<file path="config.mk">
export PLATFORM = sky130hd
export DESIGN_NAME = fifo_ptr_ctrl
export DESIGN_NICKNAME = d
export VERILOG_FILES = /design/src/rtl/fifo_ptr_ctrl_pkg.sv /design/src/rtl/fifo_ptr_cnt.sv /design/src/rtl/fifo_ptr_ctrl.sv
export SDC_FILE = /design/constraint.sdc
export NUM_CORES = 1
export LEC_CHECK = 0
export BUFFER_PORTS_ARGS = -buffer_cell sky130_fd_sc_hd__buf_2
export CORE_MARGIN = 10
export CORE_UTILIZATION = 47
export CTS_CLUSTER_DIAMETER = 200
export DETAILED_ROUTE_END_ITERATION = 10
export PLACE_DENSITY = 0.75
export SLEW_MARGIN = 30
export SYNTH_ARGS = -nofsm -noshare
export SYNTH_HDL_FRONTEND = slang
export SYNTH_SLANG_ARGS = --single-unit
</file>
<file path="constraint.sdc">
create_clock -name clk -period 2 [get_ports clk]
set_clock_uncertainty 0.05 [all_clocks]
set_input_delay 0.2 -clock clk [delete_from_list [all_inputs] [get_ports clk]]
set_output_delay 0.2 -clock clk [all_outputs]
set_load 0.03 [all_outputs]
</file>
<file path="src/rtl/fifo_ptr_ctrl_pkg.sv">
// Shared FIFO constants and helpers, used by the pointer controller, comparator and FIFO top.
// The optional almost flags on fifo_ptr_ctrl are enabled with the FIFO_ALMOST_FLAGS_EN macro.
package fifo_ptr_ctrl_pkg;

    localparam int FIFO_K = 3;

    // Pointers carry one extra wrap bit above the address bits.
    function automatic int ptr_width(input int k);
        return k + 1;
    endfunction

    function automatic int fifo_depth(input int k);
        return 1 << k;
    endfunction

    localparam int FIFO_DEPTH = fifo_depth(FIFO_K);
    localparam int FIFO_PTR_W = ptr_width(FIFO_K);
    localparam int PTR_RST    = 0;

endpackage

</file>
<file path="src/rtl/fifo_ptr_cnt.sv">
// Wrapping pointer register with synchronous reset and increment enable.
module fifo_ptr_cnt
    import fifo_ptr_ctrl_pkg::*;
#(
    parameter int W = FIFO_PTR_W
) (
    input  logic         clk,
    input  logic         rst,
    input  logic         inc,
    output logic [W-1:0] ptr
);

    // NOTE: non-blocking assignment so every register sees pre-edge values of its neighbours.
    always_ff @(posedge clk) begin
        if (rst) begin
            ptr <= W'(PTR_RST);
        end else if (inc) begin
            ptr <= ptr + W'(1);
        end
    end

endmodule

</file>
<file path="src/rtl/fifo_ptr_ctrl.sv">
// Write/read pointer and flag controller for the synchronous FIFO.
// Define FIFO_ALMOST_FLAGS_EN to add the almost_full / almost_empty outputs and ALMOST_TH.
module fifo_ptr_ctrl
    import fifo_ptr_ctrl_pkg::*;
#(
    parameter int K = FIFO_K
`ifdef FIFO_ALMOST_FLAGS_EN
    ,
    parameter int ALMOST_TH = 1
`endif
) (
    input  logic         clk,
    input  logic         rst,
    input  logic         wr_en,
    input  logic         rd_en,
    output logic [K-1:0] wr_addr,
    output logic [K-1:0] rd_addr,
    output logic         wr_accept,
    output logic         rd_accept,
    output logic         full,
    output logic         empty,
    output logic [K:0]   count,
    output logic         overflow,
    output logic         underflow
`ifdef FIFO_ALMOST_FLAGS_EN
    ,
    output logic         almost_full,
    output logic         almost_empty
`endif
);

    localparam int PTR_W = ptr_width(K);

    logic [PTR_W-1:0] wptr;
    logic [PTR_W-1:0] rptr;

    // NOTE: flags depend only on the registered pointers, so the accept paths never loop back.
    assign wr_accept = wr_en && !full;
    assign rd_accept = rd_en && !empty;

    fifo_ptr_cnt #(.W(PTR_W)) u_wptr (
        .clk (clk),
        .rst (rst),
        .inc (wr_accept),
        .ptr (wptr)
    );

    fifo_ptr_cnt #(.W(PTR_W)) u_rptr (
        .clk (clk),
        .rst (rst),
        .inc (rd_accept),
        .ptr (rptr)
    );

    assign wr_addr = wptr[K-1:0];
    assign rd_addr = rptr[K-1:0];

    // Same address bits with opposite wrap bits means the writer is a full lap ahead.
    assign empty = (wptr == rptr);
    assign full  = (wptr[K] != rptr[K]) && (wptr[K-1:0] == rptr[K-1:0]);
    assign count = wptr - rptr;

    always_ff @(posedge clk) begin
        if (rst) begin
            overflow  <= 1'b0;
            underflow <= 1'b0;
        end else begin
            overflow  <= wr_en && full;
            underflow <= rd_en && empty;
        end
    end

`ifdef FIFO_ALMOST_FLAGS_EN
    localparam logic [PTR_W-1:0] AF_LEVEL = PTR_W'(fifo_depth(K) - ALMOST_TH);
    localparam logic [PTR_W-1:0] AE_LEVEL = PTR_W'(ALMOST_TH);

    assign almost_full  = (count >= AF_LEVEL);
    assign almost_empty = (count <= AE_LEVEL);
`endif

endmodule

</file>
# After elaboration in Yosys (flattened, before gate mapping)
# Cells that the tools add are included.
# totals
register_bits,10
input_bits,4
word_cells,17
# op_classes
n_addsub,3
eq_ne,3
n_reduce_logical,7
# op_table
operator,n
adder 4 x 1 -> 4 bit (second input constant),2
logical AND 1 bit,5
== test 4 bit,1
subtractor 4 bit,1
== test 3 bit,1
zero test 1 bit,2
inequality test 1 bit,1

# Longest topological paths before layout
# Gate-level depths: netlist (run 1).
# depth
depth_word,4
mapped_depth,6
depth_no_buf,6

# Modules after synthesis
# From an unflattened synthesis (run 1), not the netlist that was laid out.
# hier_totals
hier_cells,56
area_unflattened_um2,580.6
# by_module_without_submodules
mod,n_inst,cells_per_inst,area_each_um2
fifo_ptr_cnt,2,16,178.9
fifo_ptr_ctrl,1,24,222.7

# Worst setup path after synthesis (run 1)
# No wires, ideal clock.
# synth_path
path_type,reg2out
startpoint,register u_wptr.ptr[0]
endpoint,output port count[2]
arrival_time_ns,1.546
setup_slack_ns,0.204
stages_incl_launch_ff,5
path_buffers,0
cell_sequence,dfxtp_1 > inv_1 > ha_1 > fa_1 > xnor2_1
# synth_via
elab_chain_cells,1
# synth_rtl
element,line_no,rtl
"start, declared",fifo_ptr_cnt.sv:10,output logic [W-1:0] ptr
"start signal, assigned",fifo_ptr_cnt.sv:16,ptr <= W'(PTR_RST);
"start signal, assigned",fifo_ptr_cnt.sv:18,ptr <= ptr + W'(1);
subtractor 4 bit,fifo_ptr_ctrl.sv:61,assign count = wptr - rptr;
"end, declared",fifo_ptr_ctrl.sv:22,"output logic [K:0] count,"
# Every way passes these cells.

# Final worst setup path (run 1)
# Same ends and word-level chain as after synthesis.

==> flow_summary.ini, run 1 <==
[sta]
fmax_mhz = 523.7
rsz0062_at_grt = true
maxSlewHeadroom_pct = 70.54
fin_crit_ns = 1.909
setup_violations = 0
hold_viol_final = 0
worst_slack_ns = 0.09054
tightestPinTransition_ns = 0.4404
finalMaxSlewViolations = 0
finalCritPeriodShare_pct = 95.47

[setup_path]
r2r-end = u_wptr.ptr[1]
crit_path_end_kind = output pin
critPathMaxFanout = 4
worstPathRequired_ns = 1.75
cp.arrival_ns = 1.66
crit_start = u_wptr.ptr[0]
critPathLaunchType = flip-flop
ff2ff_path_depth = 7
setup.worst_path.class = reg -> out
regToRegStartpoint = u_rptr.ptr[2]
regToRegSetupSlack_ns = 0.31

[worst_hold_path]
hold_path_end = u_wptr.ptr[0]
hp-class = in -> reg
whs_path_depth = 2
hp-start = rst

[grt]
antenna_found_initial = 0
grt_usage_pct = 8.285
grt_pass1_wl_um = 2076
grt_pass1_vias = 466
overflow = 0
grt_max_degree = 11

[yosys]
ys_ff_latch = 10
syn_area_per_cell_um2 = 9.053
syn_area_um2 = 615.6
synthCells = 68
yosysSeqAreaShare_pct = 32.52
syn-num-nets = 78
yosys_warnings = 0
ys_types = 22

[power]
power.static_leakage_nw = 0.3771
sw_frac_of_total_pct = 45.07
p_clk_share_pct = 18.1
ir_worst_vdd_uv = 428.6
switchingPower_w = 0.0003416
power_density_nw_per_um2 = 1016
intPower_w = 0.0004163
power.share.sequential_pct = 31.3
p_comb_share_pct = 50.7

[cells_and_area]
finalInstanceArea_um2 = 745.7
final_cells = 98
final_nets = 96
final_common_cell = buf_2
layout-drive-gt1-share_pct = 39.29
num_antenna_cells = 0
nFillCells = 106
syn_to_final_growth_pct = 21.14
final_cell_mix = buf_2, inv_1, nor2_1, dfxtp_1, ha_1

[clock_network]
htree_levels = 1
cts-root-buf = clkbuf_4
cts_tree = done
cts_sinks = 10
insertion_delay_ns = 0.26
cts_hold_buf = 0
clk_pin_slew_ns = 0.06
cts-buffers-inserted = 3
cts.path.max_buffers = 2

[floorplan]
die_h_um = 56.19
rows = 12
die_x_um = 56.19
initial_core_util_pct = 52.56
core_area_um2 = 1171
ios = 20
die_area_um2 = 3157

[detailed_routing]
wire_per_inst_um = 13.69
vias = 496
vias_per_cell = 5.061
dr.pass1.iters = 6
wirelength_um = 1342
antenna_violating_nets_post_route = 0
routed-wl-met3_um = 119
wl_met2_um = 633
top_layer = met4
drc = 0
drt_iter0_drc = 6
met1_length_um = 566

[place]
dp_hpwl_um = 1016
pre_cts_ws_ns = 0.1350
port_buffers = 19
dp_cells = 94
place_area_um2 = 679.4
gp_congestion = 0.7379

[run_status]
outcome = finished clean

[job]
max-cap-violations = 0
## worst max-delay path by stage
| stage | to | slack (ns) | depth (start not counted) |
|---|---|---|---|
| 3_3_place_gp | wr_accept | 0.18 | 6 |
| 5_1_grt | rd_accept | -0.001 | 6 |
| 2_1_floorplan | count[2] | 0.20 | 4 |
| 3_5_place_dp | wr_accept | 0.13 | 6 |
| 4_1_cts | count[2] | 0.01 | 5 |
| 6_report | count[2] | 0.09 | 5 |
## power groups by stage
stage,clock network [W],registers [W],logic (W)
after floorplan,0,0.000241,0.000269
after global placement,0,0.000238,0.000343
after detailed placement,0,0.000239,0.000350
after CTS,0.000143,0.000235,0.000358
after global routing,0.000151,0.000241,0.000418
final,0.000137,0.000237,0.000384
## state kept, by name (all words and copies together) (netlist names)
name,cells
overflow,1
u_wptr.ptr,4
underflow,1
u_rptr.ptr,4
## cell usage after synthesis
| cell type | n | share of area (%) |
|---|---|---|
| or3_1 | 1 | 1.0 |
| o21ai_2 | 2 | 2.8 |
| xnor2_2 | 1 | 2.6 |
| a21o_1 | 1 | 1.2 |
| ha_1 | 5 | 10 |
| mux2i_1 | 2 | 3.3 |
| xnor2_1 | 4 | 5.7 |
| o21ai_0 | 3 | 2.4 |
| nand3_1 | 1 | 0.81 |
| o211ai_1 | 1 | 1.2 |
| buf_1 | 1 | 0.61 |
| fa_1 | 1 | 3.3 |
| and4_1 | 2 | 2.8 |
| nand2_1 | 1 | 0.61 |
| nor4b_1 | 2 | 2.8 |
| dfxtp_1 | 10 | 33 |
| nor2_2 | 1 | 1.0 |
| inv_1 | 9 | 5.5 |
| a21oi_1 | 2 | 1.6 |
| buf_4 | 6 | 7.3 |
| nor2_1 | 8 | 4.9 |
| xor2_1 | 4 | 5.7 |
## critical path, cell delays in order (launching register included)
cell and delay (ns):
dfxtp_2 0.34, inv_1 0.06, ha_1 0.23, fa_1 0.39
xnor2_1 0.18, buf_4 0.18
## routing by layer
metal | track usage [%] | vias to the layer above
met5 | 0 | -
met4 | 6.143 | 0
met3 | 4.328 | 4
met2 | 12.13 | 20
met1 | 8.772 | 221
li1 | - | 251
## per-stage QoR
stage,hold slack [ns],utilization (%),total power (W),setup TNS (ns)
2_1_floorplan,0.3222,-,0.0005101,0
3_3_place_gp,0.4549,58.01,0.0005816,0
3_5_place_dp,0.4617,58.01,0.0005892,0
4_1_cts,0.1748,61.11,0.0007357,0
5_1_grt,0.1891,63.68,0.0008105,-0.001431
6_report,0.1811,63.68,0.0007579,0
## logic make-up after synthesis
| family | after synthesis | share of synthesized area, % |
|---|---|---|
| flip-flops | 10 | 32.52 |
| adder cells (fa/ha/maj) | 6 | 13.41 |
| multiplexers | 2 | 3.252 |
| AND/OR/NAND/NOR | 16 | 14.03 |
| XOR/XNOR | 9 | 14.02 |
| AO/OA/AOI/OAI | 9 | 9.350 |
| buffers and inverters | 16 | 13.41 |
## repair_timing
| item | 4_1_cts | 5_1_grt |
|---|---|---|
| pin swaps | 1 | 0 |
| setup buffers | 1 | 0 |
| resized for setup | 2 | 11 |
| endpoints found under the setup margin | 4 | 5 |
## area by class of cell
class,instances,area (µm²),share of cell area (%)
inverter,9,33.78,4.530
clock buffer,3,22.52,3.020
tap,14,17.52,2.349
timing repair buffer,20,107.6,14.43
multi-input combinational,42,356.6,47.82
sequential,10,207.7,27.85
Power figures use the tool's default switching activity.
==> run 2, diff against run 1 <==
- ABC_AREA: default -> 1
- CORE_UTILIZATION: 47 -> 49
- PLACE_DENSITY: 0.75 -> 0.76
==> run 2 against run 1 <==
Net effect:
- sequential cell count did not move
- combinational power fell by 9.4%
- cell area rose by 11%
- power rose by 0.54%
- utilization fell by 0.90 points
- worst hold slack got worse by 0.087 ns
- synthesized area rose by 12%
- die area rose by 4.8%
- final cell count rose by 30%
- worst setup slack improved by 0.022 ns
- non-clock buffer count rose by 2
- critical endpoint is now rd_accept
==> flow_summary.ini, run 2 <==
[run_status]
outcome = finished clean

[sta]
fin_crit_ns = 1.887
worst_slack_ns = 0.1126
finalMaxSlewViolations = 0
fmax_mhz = 529.8
rsz0062_at_grt = false
setup_violations = 0
finalCritPeriodShare_pct = 94.37
hold_viol_final = 0
setup-tns-final_ns = 0
maxSlewHeadroom_pct = 84.28
tightestPinTransition_ns = 0.2354

[yosys]
ys_top_cells_by_area = dfxtp_1, ha_1, nand2_1
yosys.area.top_type = dfxtp_1
synth_xor_area_share_pct = 5.082
async_flop_share_pct = 0
ys_types = 20
synth-edff-count = 0
synthMuxAreaShare_pct = 0
synth.most_common_cell = nand2_1
synthAdderAreaFrac_pct = 11.98
synth_compound_area_share_pct = 7.260
ys_ff_latch = 10
syn_area_per_cell_um2 = 7.494
synth_top_area_share_pct = 29.04
syn-num-nets = 102
yosysSeqAreaShare_pct = 29.04
synthSimpleGateAreaFrac_pct = 29.76
synth_common_cells = nand2_1, inv_1, dfxtp_1, nor2_1, nand3_1
synth_ff_type = dfxtp_1
yosys_warnings = 0
synth_top_family_by_area = simple AND/OR/NAND/NOR gates
synthCells = 92
syn_area_um2 = 689.4

[floorplan]
die_x_um = 57.51
rows = 13
die_area_um2 = 3307
core_area_um2 = 1318
die_h_um = 57.51
initial_core_util_pct = 52.33
ios = 20

[cells_and_area]
final_cell_mix = buf_2, nand2_1, inv_1, nor2_1, dfxtp_1
final_nets = 123
nFillCells = 117
finalInstanceArea_um2 = 827.0
num_antenna_cells = 0
multi_input_area_um2 = 372.9
reg.largest.list = u_rptr.ptr (4), u_wptr.ptr (4)
finish.utilization_pct = 62.77
final-seq-area_um2 = 205.2
syn_to_final_growth_pct = 19.96
layout-drive-gt1-share_pct = 36.61
final_common_cell = buf_2

[setup_path]
crit_path_top_delay_cell = dfxtp_4
cp_slowest_stage_delay_ns = 0.37
setup.worst_path.class = reg -> out
critPathMaxFanout = 6
worstPathRequired_ns = 1.75
crit_chain = inv_1 > ha_1 > nand3_1 > clkinv_2 > nand2_4 > nand2_4 > clkinv_4 > buf_2
cpMostUsedCell = nand2_4
crit_path_end_kind = output pin
cp.arrival_ns = 1.64
critPathLaunchType = flip-flop

[clock_network]
cts_setup_buffers = 0
cts_tree = done
cts.path.max_buffers = 2
cts_sinks = 10
clk_pin_slew_ns = 0.07
cts_hold_buf = 0
cts-root-buf = clkbuf_4
htree_levels = 1
cts-buffers-inserted = 3
insertion_delay_ns = 0.27

[place]
gp_congestion = 0.7990
pre_cts_ws_ns = 0.2960
port_buffers = 19
dp_hpwl_um = 1153
place_area_um2 = 780.7

[detailed_routing]
wirelength_um = 1409
vias_per_cell = 4.811
dr.pass1.iters = 4
drc = 0
wire_per_inst_um = 11.09
drt_iter0_drc = 2
antenna_violating_nets_post_route = 0
vias = 611

[power]
power_density_nw_per_um2 = 921.4
p_comb_share_pct = 45.7
sw_frac_of_total_pct = 42.84
power.share.sequential_pct = 30.2
p_clk_share_pct = 24.1
p_total_w = 0.0007620
power.static_leakage_nw = 0.4474
switchingPower_w = 0.0003264
ir_worst_vdd_uv = 689.0
intPower_w = 0.0004356

[grt]
grt_pass1_vias = 573
grt_pass1_wl_um = 2421
antenna_found_initial = 0
grt_usage_pct = 9.063
overflow = 0
grt_max_degree = 8

[job]
max-cap-violations = 0

[worst_hold_path]
hp-class = in -> reg
-- run 2: final timing paths --
| check | to | cells after the start | slack, ns | from |
|---|---|---|---|---|
| setup reg to reg | u_rptr.ptr[0] | 8 | 0.53 | u_wptr.ptr[0] |
| hold reg to reg | u_wptr.ptr[0] | 2 | 0.49 | u_wptr.ptr[0] |
| setup / recovery | rd_accept | 8 | 0.11 | u_wptr.ptr[0] |
| hold / removal | u_rptr.ptr[3] | 2 | 0.09 | rst |
-- run 2: kinds of logic after synthesis --
| kind of cell | Yosys count |
|---|---|
| flip-flops | 10 |
| AND/OR/NAND/NOR | 41 |
| buffers and inverters | 22 |
| AO/OA/AOI/OAI | 9 |
| adder cells (fa/ha/maj) | 6 |
| XOR/XNOR | 4 |
-- run 2: cell type report --
cell class | count | share of cell area, %
Inverter | 16 | 8.623
Multi-Input combinational cell | 60 | 45.08
Tap cell | 15 | 2.269
Sequential cell | 10 | 24.81
Clock buffer | 4 | 4.387
Timing Repair Buffer | 22 | 14.83
-- run 2: per-stage QoR --
step / hold slack [ns] / cells
after floorplan: 0.2124 / 92
after global placement: 0.3794 / 123
after detailed placement: 0.3767 / 123
after CTS: 0.08812 / 127
after global routing: 0.1074 / 127
final: 0.09385 / 127
-- run 2: power by group through the flow --
stage | Sequential, W | Clock, W | Combinational (W)
after global placement | 0.000233 | 0 | 0.000341
after floorplan | 0.000242 | 0 | 0.000260
after detailed placement | 0.000234 | 0 | 0.000348
after global routing | 0.000233 | 0.000202 | 0.000379
final | 0.000230 | 0.000184 | 0.000348
after CTS | 0.000230 | 0.000187 | 0.000355
-- run 2: worst max-delay path: cells and delay by family (launching register included) --
family	cells	cell delay [ns]
flip-flops	1	0.37
AND/OR/NAND/NOR	3	0.30
adder cells (fa/ha/maj)	1	0.31
buffers and inverters	4	0.39
-- run 2: layer usage --
metal | vias up | global-route usage, % | share of wire, %
li1 | 327 | - | -
met2 | 21 | 13.80 | 44
met5 | - | 0 | 0
met4 | 0 | 7.047 | 3.3
met3 | 5 | 2.876 | 6.7
met1 | 258 | 10.15 | 46
-- run 2: repair_timing --
| action | 4_1_cts | 5_1_grt |
|---|---|---|
| setup endpoints to repair | 1 | 4 |
| gates cloned | 0 | 0 |
| pin swaps | 0 | 1 |
| resized for setup | 1 | 4 |
